===== src/rtl/pam4_frame_sync.sv =====
// PAM4 frame synchroniser: Gray-demaps sliced symbols, hunts for the sync word,
// confirms lock over several frames and packs payload dibits into bytes.
module pam4_frame_sync #(
    parameter logic [15:0] SYNC_WORD  = 16'hE4B1,
    parameter int          FRAME_SYMS = 64,
    parameter int          LOCK_HITS  = 3,
    parameter int          MISS_LIMIT = 4
) (
    input  logic              clk,
    input  logic              rst,
    input  logic              sym_en,
    input  logic signed [3:0] sym,
    output logic [7:0]        byte_out,
    output logic              byte_valid,
    output logic              frame_start,
    output logic              locked,
    output logic              sync_miss,
    output logic              sym_err
);

    localparam int P  = 8 + FRAME_SYMS;
    localparam int PW = $clog2(P + 1);
    localparam int HW = $clog2(LOCK_HITS + 1);
    localparam int MW = $clog2(MISS_LIMIT + 1);

    localparam logic [PW-1:0] P_L      = PW'(P);
    localparam logic [PW-1:0] FRAME_L  = PW'(FRAME_SYMS);
    localparam logic [HW-1:0] HITS_L   = HW'(LOCK_HITS);
    localparam logic [HW-1:0] HITS_M1  = HW'(LOCK_HITS - 1);
    localparam logic [MW-1:0] MISS_M1  = MW'(MISS_LIMIT - 1);

    typedef enum logic [1:0] {HUNT, VERIFY, LOCKED} state_t;

    state_t          state_q, state_d;
    // Only the seven most recent dibits are kept; the incoming one completes the window.
    logic [13:0]     sr_q, sr_d;
    logic [3:0]      fill_q, fill_d;
    logic [PW-1:0]   pos_q, pos_d;
    logic [HW-1:0]   hits_q, hits_d;
    logic [MW-1:0]   misses_q, misses_d;
    logic [5:0]      acc_q, acc_d;
    logic [7:0]      byte_q, byte_d;
    logic            byte_valid_q, byte_valid_d;
    logic            frame_start_q, frame_start_d;
    logic            sync_miss_q, sync_miss_d;
    logic            sym_err_q, sym_err_d;

    logic [1:0]      dibit;
    logic            illegal;
    logic            match;
    logic [PW-1:0]   pos_inc;
    logic            at_check;

    always_comb begin
        dibit   = 2'b00;
        illegal = 1'b0;
        case (sym)
            4'sb1101: dibit = 2'b00;
            4'sb1111: dibit = 2'b01;
            4'sb0001: dibit = 2'b11;
            4'sb0011: dibit = 2'b10;
            default:  illegal = 1'b1;
        endcase
    end

    assign match    = ({sr_q, dibit} == SYNC_WORD);
    assign pos_inc  = pos_q + 1'b1;
    assign at_check = (pos_inc == P_L);

    always_comb begin
        state_d       = state_q;
        sr_d          = sr_q;
        fill_d        = fill_q;
        pos_d         = pos_q;
        hits_d        = hits_q;
        misses_d      = misses_q;
        acc_d         = acc_q;
        byte_d        = byte_q;
        byte_valid_d  = 1'b0;
        frame_start_d = 1'b0;
        sync_miss_d   = 1'b0;
        sym_err_d     = 1'b0;

        if (sym_en) begin
            sym_err_d = illegal;
            sr_d      = {sr_q[11:0], dibit};
            if (fill_q != 4'd8) begin
                fill_d = fill_q + 4'd1;
            end

            unique case (state_q)
                HUNT: begin
                    if (match && fill_q >= 4'd7) begin
                        state_d = VERIFY;
                        hits_d  = HW'(1);
                        pos_d   = '0;
                    end
                end
                VERIFY: begin
                    pos_d = at_check ? '0 : pos_inc;
                    if (at_check) begin
                        if (match) begin
                            if (hits_q >= HITS_M1) begin
                                state_d       = LOCKED;
                                hits_d        = HITS_L;
                                misses_d      = '0;
                                frame_start_d = 1'b1;
                            end else begin
                                hits_d = hits_q + 1'b1;
                            end
                        end else begin
                            state_d     = HUNT;
                            hits_d      = '0;
                            sync_miss_d = 1'b1;
                        end
                    end
                end
                LOCKED: begin
                    pos_d = at_check ? '0 : pos_inc;
                    if (!at_check && pos_inc <= FRAME_L) begin
                        acc_d = {acc_q[3:0], dibit};
                        if (pos_inc[1:0] == 2'b00) begin
                            byte_d       = {acc_q, dibit};
                            byte_valid_d = 1'b1;
                        end
                    end
                    if (at_check) begin
                        if (match) begin
                            misses_d      = '0;
                            frame_start_d = 1'b1;
                        end else begin
                            sync_miss_d = 1'b1;
                            if (misses_q >= MISS_M1) begin
                                state_d  = HUNT;
                                misses_d = '0;
                                hits_d   = '0;
                            end else begin
                                misses_d = misses_q + 1'b1;
                            end
                        end
                    end
                end
                default: state_d = HUNT;
            endcase
        end
    end

    always_ff @(posedge clk) begin
        if (rst) begin
            state_q       <= HUNT;
            sr_q          <= '0;
            fill_q        <= '0;
            pos_q         <= '0;
            hits_q        <= '0;
            misses_q      <= '0;
            acc_q         <= '0;
            byte_q        <= '0;
            byte_valid_q  <= 1'b0;
            frame_start_q <= 1'b0;
            sync_miss_q   <= 1'b0;
            sym_err_q     <= 1'b0;
        end else begin
            state_q       <= state_d;
            sr_q          <= sr_d;
            fill_q        <= fill_d;
            pos_q         <= pos_d;
            hits_q        <= hits_d;
            misses_q      <= misses_d;
            acc_q         <= acc_d;
            byte_q        <= byte_d;
            byte_valid_q  <= byte_valid_d;
            frame_start_q <= frame_start_d;
            sync_miss_q   <= sync_miss_d;
            sym_err_q     <= sym_err_d;
        end
    end

    assign byte_out    = byte_q;
    assign byte_valid  = byte_valid_q;
    assign frame_start = frame_start_q;
    assign sync_miss   = sync_miss_q;
    assign sym_err     = sym_err_q;
    assign locked      = (state_q == LOCKED);

endmodule


===== config.mk =====
export PLATFORM = sky130hd
export DESIGN_NAME = pam4_frame_sync
export DESIGN_NICKNAME = d
export VERILOG_FILES = /design/src/rtl/pam4_frame_sync.sv
export SDC_FILE = /design/constraint.sdc
export NUM_CORES = 1
export LEC_CHECK = 0
export CAP_MARGIN = 20
export CORE_MARGIN = 8
export CORE_UTILIZATION = 45
export DETAILED_ROUTE_END_ITERATION = 8
export PLACE_DENSITY_LB_ADDON = 0.15
export SLEW_MARGIN = 20
export SYNTH_ARGS = -nofsm -noshare
export SYNTH_HDL_FRONTEND = slang
export SYNTH_SLANG_ARGS = --single-unit

===== constraint.sdc =====
create_clock -name clk -period 2.3 [get_ports clk]
set_input_delay 0.575 -clock clk [delete_from_list [all_inputs] [get_ports clk]]
set_output_delay 0.575 -clock clk [all_outputs]
set_load 0.005 [all_outputs]

==> results_tabular.tex, run 1 <==
\begin{tabular}{lr}
\hline
Metric & Value \\
\hline
\multicolumn{2}{l}{\textbf{Yosys}} \\
Number of warnings printed during yosys synthesis & 0 \\
Flops \& latches, synth & 50 \\
Dominant synthesized flop cell & sky130\_fd\_sc\_hd\_\_dfxtp\_1 \\
Synthesized netlist net count & 276 \\
Area leader, netlist & sky130\_fd\_sc\_hd\_\_dfxtp\_1 \\
Combined area of all synthesized cells & 2380 um2 \\
Asr flop ratio synth & 0\% \\
Top cell type's share of synthesized area & $\sim$42\% \\
Sequential fraction of the synthesis area & 42.1\% \\
Synth top cells by count & sky130\_fd\_sc\_hd\_\_dfxtp\_1 (50), sky130\_fd\_sc\_hd\_\_nor2\_1 (39), sky130\_fd\_sc\_hd\_\_mux2i\_1 (31), sky130\_fd\_sc\_hd\_\_nand2\_1 (16) \\
Cells taking the most area after synthesis & sky130\_fd\_sc\_hd\_\_dfxtp\_1 (42\%), sky130\_fd\_sc\_hd\_\_mux2i\_1 (13\%), sky130\_fd\_sc\_hd\_\_nor2\_1 (6.2\%), sky130\_fd\_sc\_hd\_\_ha\_1 (4.2\%), sky130\_fd\_sc\_hd\_\_a21oi\_1 (2.5\%) \\
Number of standard cells after synthesis & 261 \\
Most frequently used cell type in the post-synthesis netlist & sky130\_fd\_sc\_hd\_\_dfxtp\_1 \\
Cell variety after synth & slightly below 50 \\
Mean Syn Cell Area & 9.11 um2 \\
Number of synthesized flops with an enable pin & 0 \\
\multicolumn{2}{l}{\textbf{Setup path}} \\
Worst setup startpoint & sym[3] \\
Cell count along the critical path & 6 \\
Required time reported for the critical path endpoint & 2520 ps \\
Worst reg2reg path depth & 9 \\
Crit Path Class & input port to flop \\
Crit-path cells & clkdlybuf4s50\_1 > nand3\_2 > or4b\_1 > a32o\_2 > or4b\_1 > o31ai\_1 \\
Terminus of the critical flop-to-flop path & state\_q[0]\$\_SDFFE\_PP0P\_ \\
Arrival time worst endpoint & about 2500 ps \\
Cell class contributing the biggest share of worst-path delay & simple AND/OR/NAND/NOR gates \\
Start of the worst register-to-register path & state\_q[0]\$\_SDFFE\_PP0P\_ \\
Most frequent cell on the critical path & sky130\_fd\_sc\_hd\_\_or4b\_1 \\
Buffering stage count on the worst path with inverters included & 1 \\
Worst stage delay on the critical path & 510 ps \\
CP endpoint kind & flop \\
Max Fanout on Critical Path & 3 \\
Slowest library cell on the worst path & sky130\_fd\_sc\_hd\_\_or4b\_1 \\
Capturing element of the worst setup path & state\_q[0]\$\_SDFFE\_PP0P\_ \\
Setup slack, reg-to-reg & roughly 110 ps \\
Startpoint kind of the worst setup timing path & input port \\
\multicolumn{2}{l}{\textbf{Status}} \\
Run status & complete, no violations \\
\multicolumn{2}{l}{\textbf{Global route}} \\
Fraction of met1 tracks used by global routing & 17.1\% \\
Antenna violations before repair & 0 \\
GR Overflow Total & 0 \\
Vias in the first global route & 1765 \\
Maximum number of pins on one net before global-route repair & 21 \\
Busiest metal layer after global routing & met2 \\
Overall fraction of global-route tracks in use & 12.9\% \\
Global Route met3 Usage & 3.16\% \\
First-pass GRT wire length & between 8000 and 9000 um \\
Met2 track utilization from global routing & 19.9\% \\
\multicolumn{2}{l}{\textbf{Job}} \\
Number of max-capacitance violations reported & 0 \\
\multicolumn{2}{l}{\textbf{Layout}} \\
Fraction of final layout cells sized beyond drive strength 1 & approximately 15\% \\
Final layout net count & 316 \\
Antenna fix cells & 0 \\
Number of standard cells in the layout, taps in and fillers out & roughly 370 \\
Final standard cell area without fillers & approximately 2900 um2 \\
Layout Area Growth over Synthesis & 22.8\% \\
\multicolumn{2}{l}{\textbf{Floorplan}} \\
Die Span Y & 88.7 um \\
Count of standard-cell rows & 26 \\
Starting utilization of the core area & 46.5\% \\
Number of top-level pins & 20 \\
Die span in x & 88.7 um \\
Die footprint & 7870 um2 \\
Core footprint & approximately 5000 um2 \\
\multicolumn{2}{l}{\textbf{STA}} \\
Min Tclk post-route & 2250 ps \\
Number of max-slew violations in the final report & 0 \\
Slew HR & 53.0\% \\
Share of the clock period used by the worst path & 97.8\% \\
Post-route clock skew & 6.16 ps \\
Highest clock rate & 444 MHz \\
Finish-stage setup viols & 0 \\
Unrepaired setup endpoints after global routing & true \\
Worst slew pin tran & 701 ps \\
Hold violation count in the final report & 0 \\
Setup Total Neg Slack & 0 ps \\
\multicolumn{2}{l}{\textbf{Worst hold path}} \\
Worst hold path type & flop to flop \\
\multicolumn{2}{l}{\textbf{Clock network}} \\
Bufs on Longest Clock Path & 2 \\
Insertion delay to the later sink of the worst-skew pair & $\sim$300 ps \\
CTS tree & yes \\
Cell chosen for the clock root & sky130\_fd\_sc\_hd\_\_clkbuf\_8 \\
Total CTS buffers & 5 \\
Post-CTS Repair Setup Buffers & 0 \\
Worst-path clk slew & approximately 90 ps \\
Count of H-tree levels built during CTS & 2 \\
Clock sink count & 50 \\
Number of buffers added to fix hold violations after cts & 0 \\
\multicolumn{2}{l}{\textbf{Route}} \\
Residual antenna-violating net count after detailed routing & 0 \\
Average vias per placed instance & 5.17 \\
Total length of routed wires & around 4800 um \\
Total number of vias & 1923 \\
Drt initial violations & between 80 and 90 \\
Routed length per instance & 12.9 um \\
Remaining DRCs & 0 \\
Count of TritonRoute iterations in the first routing pass & 4 \\
\multicolumn{2}{l}{\textbf{Power and ir drop}} \\
VDD IR-drop max & 0.318 mV \\
Cell area power density & 537 nW/um2 \\
Static leakage power & 1.16 nW \\
\multicolumn{2}{l}{\textbf{Placed design}} \\
Detailed Place HPWL & 3520 um \\
Instance area after placement & 2800 um2 \\
Number of I/O port buffers & 19 \\
Final RePlAce weighted congestion & roughly 0.79 \\
Number of instances in the placed design & 364 \\
\hline
\end{tabular}
==> final cells by class <==
| cell class | count | area (um2) |
|---|---|---|
| flip-flops and latches | 50 | 1000 |
| inverters | 8 | 30.0 |
| well taps | 70 | 87.6 |
| clock inverters | 2 | 37.5 |
| clock buffers | 6 | 72.6 |
| repair buffers | 42 | 370 |
| fillers | 500 | 2190 |
| multi-input cells | 194 | 1320 |
==> how the worst min path moves through the flow <==
stage                             startpoint                        to  slack [ps]  cells past startpoint
floorplan              sr_q[13]$_SDFFE_PP0P_     sr_q[13]$_SDFFE_PP0P_         450                      2
global placement       sr_q[13]$_SDFFE_PP0P_     sr_q[13]$_SDFFE_PP0P_         480                      2
detailed placement  byte_out[0]$_SDFFE_PP0P_  byte_out[0]$_SDFFE_PP0P_         480                      2
CTS                   hits_q[0]$_SDFFE_PP0P_    hits_q[0]$_SDFFE_PP0P_         500                      2
global route        misses_q[2]$_SDFFE_PP0P_  misses_q[2]$_SDFFE_PP0P_         520                      2
finish              byte_out[0]$_SDFFE_PP0P_  byte_out[0]$_SDFFE_PP0P_         500                      2
==> tightest hold or removal path, cell delays in order (launching register included) <==
cell	delay, ps
sky130_fd_sc_hd__dfxtp_1	340
sky130_fd_sc_hd__mux2i_1	60
sky130_fd_sc_hd__nor2_1	70
==> cells by family after synthesis <==
family | after synthesis | synth area share, %
xor+xnor | 4 | 1.47
simple gates | 107 | 24.4
buf+inv | 17 | 2.68
flops | 50 | 42.1
mux | 31 | 13.1
fa+ha+maj | 8 | 4.21
compound gates | 44 | 12.1
==> power breakdown <==
part	leakage, nW	switching [mW]	internal [mW]	total (mW)
Sequential	0.403	0.00548	0.871	0.877
Combinational	0.704	0.0420	0.0382	0.0802
Clock	0.0514	0.286	0.325	0.610
==> cells in the final DEF (no fill, tap or decap), drive strengths merged, types with 2 or more instances in the layout <==
cell,synthesis,layout
or3,6,6
nand3,8,8
o21ai,12,12
nor2,39,39
nand2,16,16
nand3b,2,2
nor4,2,2
inv,8,8
nor3,7,7
clkdlybuf4s50,0,15
dlygate4sd2,0,2
or4,2,2
o211a,2,2
ha,8,8
xnor2,3,3
nand2b,4,4
a21oi,13,13
nand4b,2,2
o21a,2,2
a31o,2,2
dfxtp,50,50
and2,4,4
nor2b,3,3
o31ai,2,2
clkbuf,7,6
mux2i,31,31
or4b,3,3
buf,2,24
a31oi,3,3
nor3b,3,3
==> timing repair <==
action,CTS,global route
resized for setup,3,3
endpoints found under the setup margin,1,3
pin swaps,4,0
==> sequential cells by signal, summed over array words and instances (netlist names) <==
| signal | count |
|---|---|
| fill_q | 4 |
| acc_q | 6 |
| frame_start | 1 |
| byte_out | 8 |
| hits_q | 2 |
| byte_valid | 1 |
| sym_err | 1 |
| sync_miss | 1 |
| misses_q | 3 |
| state_q | 2 |
| pos_q | 7 |
| sr_q | 14 |
==> per-stage QoR <==
step	worst slack [ps]	power, mW	hold slack [ps]	utilization [%]
4_1_cts	35.9	1.60	499	57.0
3_3_place_gp	-298	0.978	475	54.9
6_report	49.9	1.57	498	57.2
5_1_grt	-26.6	1.64	525	57.2
3_5_place_dp	-349	0.979	478	54.9
2_1_floorplan	155	0.942	453	-
==> routing by layer <==
layer,vias to the layer above,routed length (um)
li1,1004,-
met5,-,0
met2,25,2210
met3,6,165
met4,0,51
met1,888,2390
Note: power is estimated with default switching activity, not from simulation.
==> run 2, diff against run 1 <==
- RECOVER_POWER: unset -> 25
==> run 2 against run 1 <==
  * Utilization is 0.22 points lower
  * Highest routed layer unchanged
  * Largest cell class unchanged
  * Critical path depth stayed put
  * Critical path type unchanged
  * Fmax hardly changed
  * Final area is 0.39% lower
==> results_tabular.tex, run 2 (same netlist as run 1, synthesis figures left out) <==
\begin{tabular}{lr}
\hline
Metric & Value \\
\hline
\multicolumn{2}{l}{\textbf{STA}} \\
Post-route worst hold slack & 498 ps \\
Number of max-slew violations in the final report & 0 \\
Min Tclk post-route & roughly 2200 ps \\
Post-route clock skew & 6.14 ps \\
Highest clock rate & 445 MHz \\
Slew HR & 53.6\% \\
Worst slew pin tran & 693 ps \\
Min setup slack post-route & 50.4 ps \\
Finish-stage setup viols & 0 \\
Share of the clock period used by the worst path & 97.8\% \\
Setup Total Neg Slack & 0 ps \\
Unrepaired setup endpoints after global routing & true \\
Hold violation count in the final report & 0 \\
\multicolumn{2}{l}{\textbf{Placed design}} \\
Instance area after placement & 2800 um2 \\
Number of I/O port buffers & 19 \\
Final RePlAce weighted congestion & 0.787 \\
Post-placement setup slack & -349 ps \\
Detailed Place HPWL & 3520 um \\
Number of instances in the placed design & about 360 \\
\multicolumn{2}{l}{\textbf{Status}} \\
Run status & complete, no violations \\
\multicolumn{2}{l}{\textbf{Layout}} \\
Leading cell type in the layout, fill and taps excluded & sky130\_fd\_sc\_hd\_\_dfxtp\_1 \\
Max reg flops & 14 \\
Layout Area Growth over Synthesis & 22.4\% \\
Sequential cell area & 1000 um2 \\
Antenna fix cells & 0 \\
Register name with the most flops & sr\_q \\
Number of standard cells in the layout, taps in and fillers out & between 300 and 400 \\
Final standard cell area without fillers & 2910 um2 \\
Fraction of final layout cells sized beyond drive strength 1 & 13.6\% \\
Fin util & about 57\% \\
Commonest non-fill, non-tap cells in the layout & sky130\_fd\_sc\_hd\_\_dfxtp\_1 (50), sky130\_fd\_sc\_hd\_\_nor2\_1 (39), sky130\_fd\_sc\_hd\_\_mux2i\_1 (31) \\
Area used by multi-input combinational logic & 1320 um2 \\
Final layout net count & 316 \\
Number of filler instances in the final layout & 504 \\
\multicolumn{2}{l}{\textbf{Floorplan}} \\
Number of top-level pins & 20 \\
Starting utilization of the core area & between 40\% and 50\% \\
Die Span Y & just under 90 um \\
Count of standard-cell rows & 26 \\
Die span in x & 88.7 um \\
Die footprint & roughly 7900 um2 \\
Core footprint & 5110 um2 \\
\multicolumn{2}{l}{\textbf{Setup path}} \\
Max Fanout on Critical Path & 3 \\
Arrival time worst endpoint & 2470 ps \\
Required time reported for the critical path endpoint & 2520 ps \\
CP endpoint kind & flop \\
Crit Path Class & input port to flop \\
Startpoint kind of the worst setup timing path & input port \\
\multicolumn{2}{l}{\textbf{Power and ir drop}} \\
VDD IR-drop max & $\sim$0.32 mV \\
Reported net switching power & between 0.3 and 0.4 mW \\
Static leakage power & roughly 1.1 nW \\
Portion of total power attributed to combinational logic & 5.0\% \\
Cell area power density & roughly 540 nW/um2 \\
Internal power contribution & approximately 1.2 mW \\
Design Power & roughly 1.6 mW \\
Power share of the sequential group & 56.0\% \\
Switching Share & 21.3\% \\
Fraction of power consumed by the clock network & 39.0\% \\
\multicolumn{2}{l}{\textbf{Global route}} \\
Fraction of met1 tracks used by global routing & 17.1\% \\
Maximum number of pins on one net before global-route repair & 21 \\
Overall fraction of global-route tracks in use & 12.9\% \\
Busiest metal layer after global routing & met2 \\
Vias in the first global route & 1765 \\
Global Route met3 Usage & under 10\% \\
GR Overflow Total & 0 \\
Antenna violations before repair & 0 \\
First-pass GRT wire length & just over 8000 um \\
Met2 track utilization from global routing & approximately a fifth \\
\multicolumn{2}{l}{\textbf{Route}} \\
Routed length per instance & around 13 um \\
Remaining DRCs & 0 \\
Residual antenna-violating net count after detailed routing & 0 \\
Count of TritonRoute iterations in the first routing pass & 4 \\
Total length of routed wires & 4800 um \\
Drt initial violations & 84 \\
Average vias per placed instance & 5.19 \\
Total number of vias & 1930 \\
\multicolumn{2}{l}{\textbf{Clock network}} \\
CTS tree & yes \\
Total CTS buffers & 5 \\
Bufs on Longest Clock Path & 2 \\
Clock sink count & 50 \\
Cell chosen for the clock root & sky130\_fd\_sc\_hd\_\_clkbuf\_8 \\
Number of buffers added to fix hold violations after cts & 0 \\
Count of H-tree levels built during CTS & 2 \\
Worst-path clk slew & 90 ps \\
Insertion delay to the later sink of the worst-skew pair & 300 ps \\
\multicolumn{2}{l}{\textbf{Job}} \\
Number of max-capacitance violations reported & 0 \\
\multicolumn{2}{l}{\textbf{Worst hold path}} \\
Worst hold path type & flop to flop \\
\hline
\end{tabular}
## run 2: worst max-delay path, stage by stage
cell and delay [ps]:
sky130_fd_sc_hd__clkdlybuf4s50_1 500, sky130_fd_sc_hd__nand3_2 80, sky130_fd_sc_hd__or4b_1 510, sky130_fd_sc_hd__a32o_2 260
sky130_fd_sc_hd__or4b_1 470, sky130_fd_sc_hd__o31ai_1 80
## run 2: final cells by class
type,count,area share (%)
Inverter,8,1.03
Timing Repair Buffer,42,12.3
Clock buffer,6,2.49
Clock inverter,2,1.29
Tap cell,70,3.01
Multi-Input combinational cell,194,45.4
Sequential cell,50,34.4
## run 2: worst paths after layout
path	startpoint	endpoint	cells after the start	slack (ps)
worst max-delay path	sym[3]	state_q[0]$_SDFFE_PP0P_	6	50
worst min-delay path	byte_out[0]$_SDFFE_PP0P_	byte_out[0]$_SDFFE_PP0P_	2	500
worst max register to register	state_q[0]$_SDFFE_PP0P_	state_q[0]$_SDFFE_PP0P_	9	110
worst min register to register	byte_out[0]$_SDFFE_PP0P_	byte_out[0]$_SDFFE_PP0P_	2	500
## run 2: layer usage
layer  vias up  wire length [um]
met5         -                 0
met4         0                50
met3         6               169
met2        25              2180
met1       893              2400
li1       1006                 -
## run 2: repair_timing
action,in CTS,in global routing
buffers inserted,0,0
resized for setup,3,3
pin swaps,4,0
endpoints found under the setup margin,1,3
## run 2: power by group through the flow
| stage | Clock [mW] | Sequential, mW | Combinational (mW) |
|---|---|---|---|
| after floorplan | 0 | 0.896 | 0.0460 |
| after global routing | 0.672 | 0.878 | 0.0881 |
| after CTS | 0.637 | 0.877 | 0.0811 |
| after detailed placement | 0 | 0.897 | 0.0822 |
| after global placement | 0 | 0.897 | 0.0811 |
| final | 0.611 | 0.877 | 0.0785 |
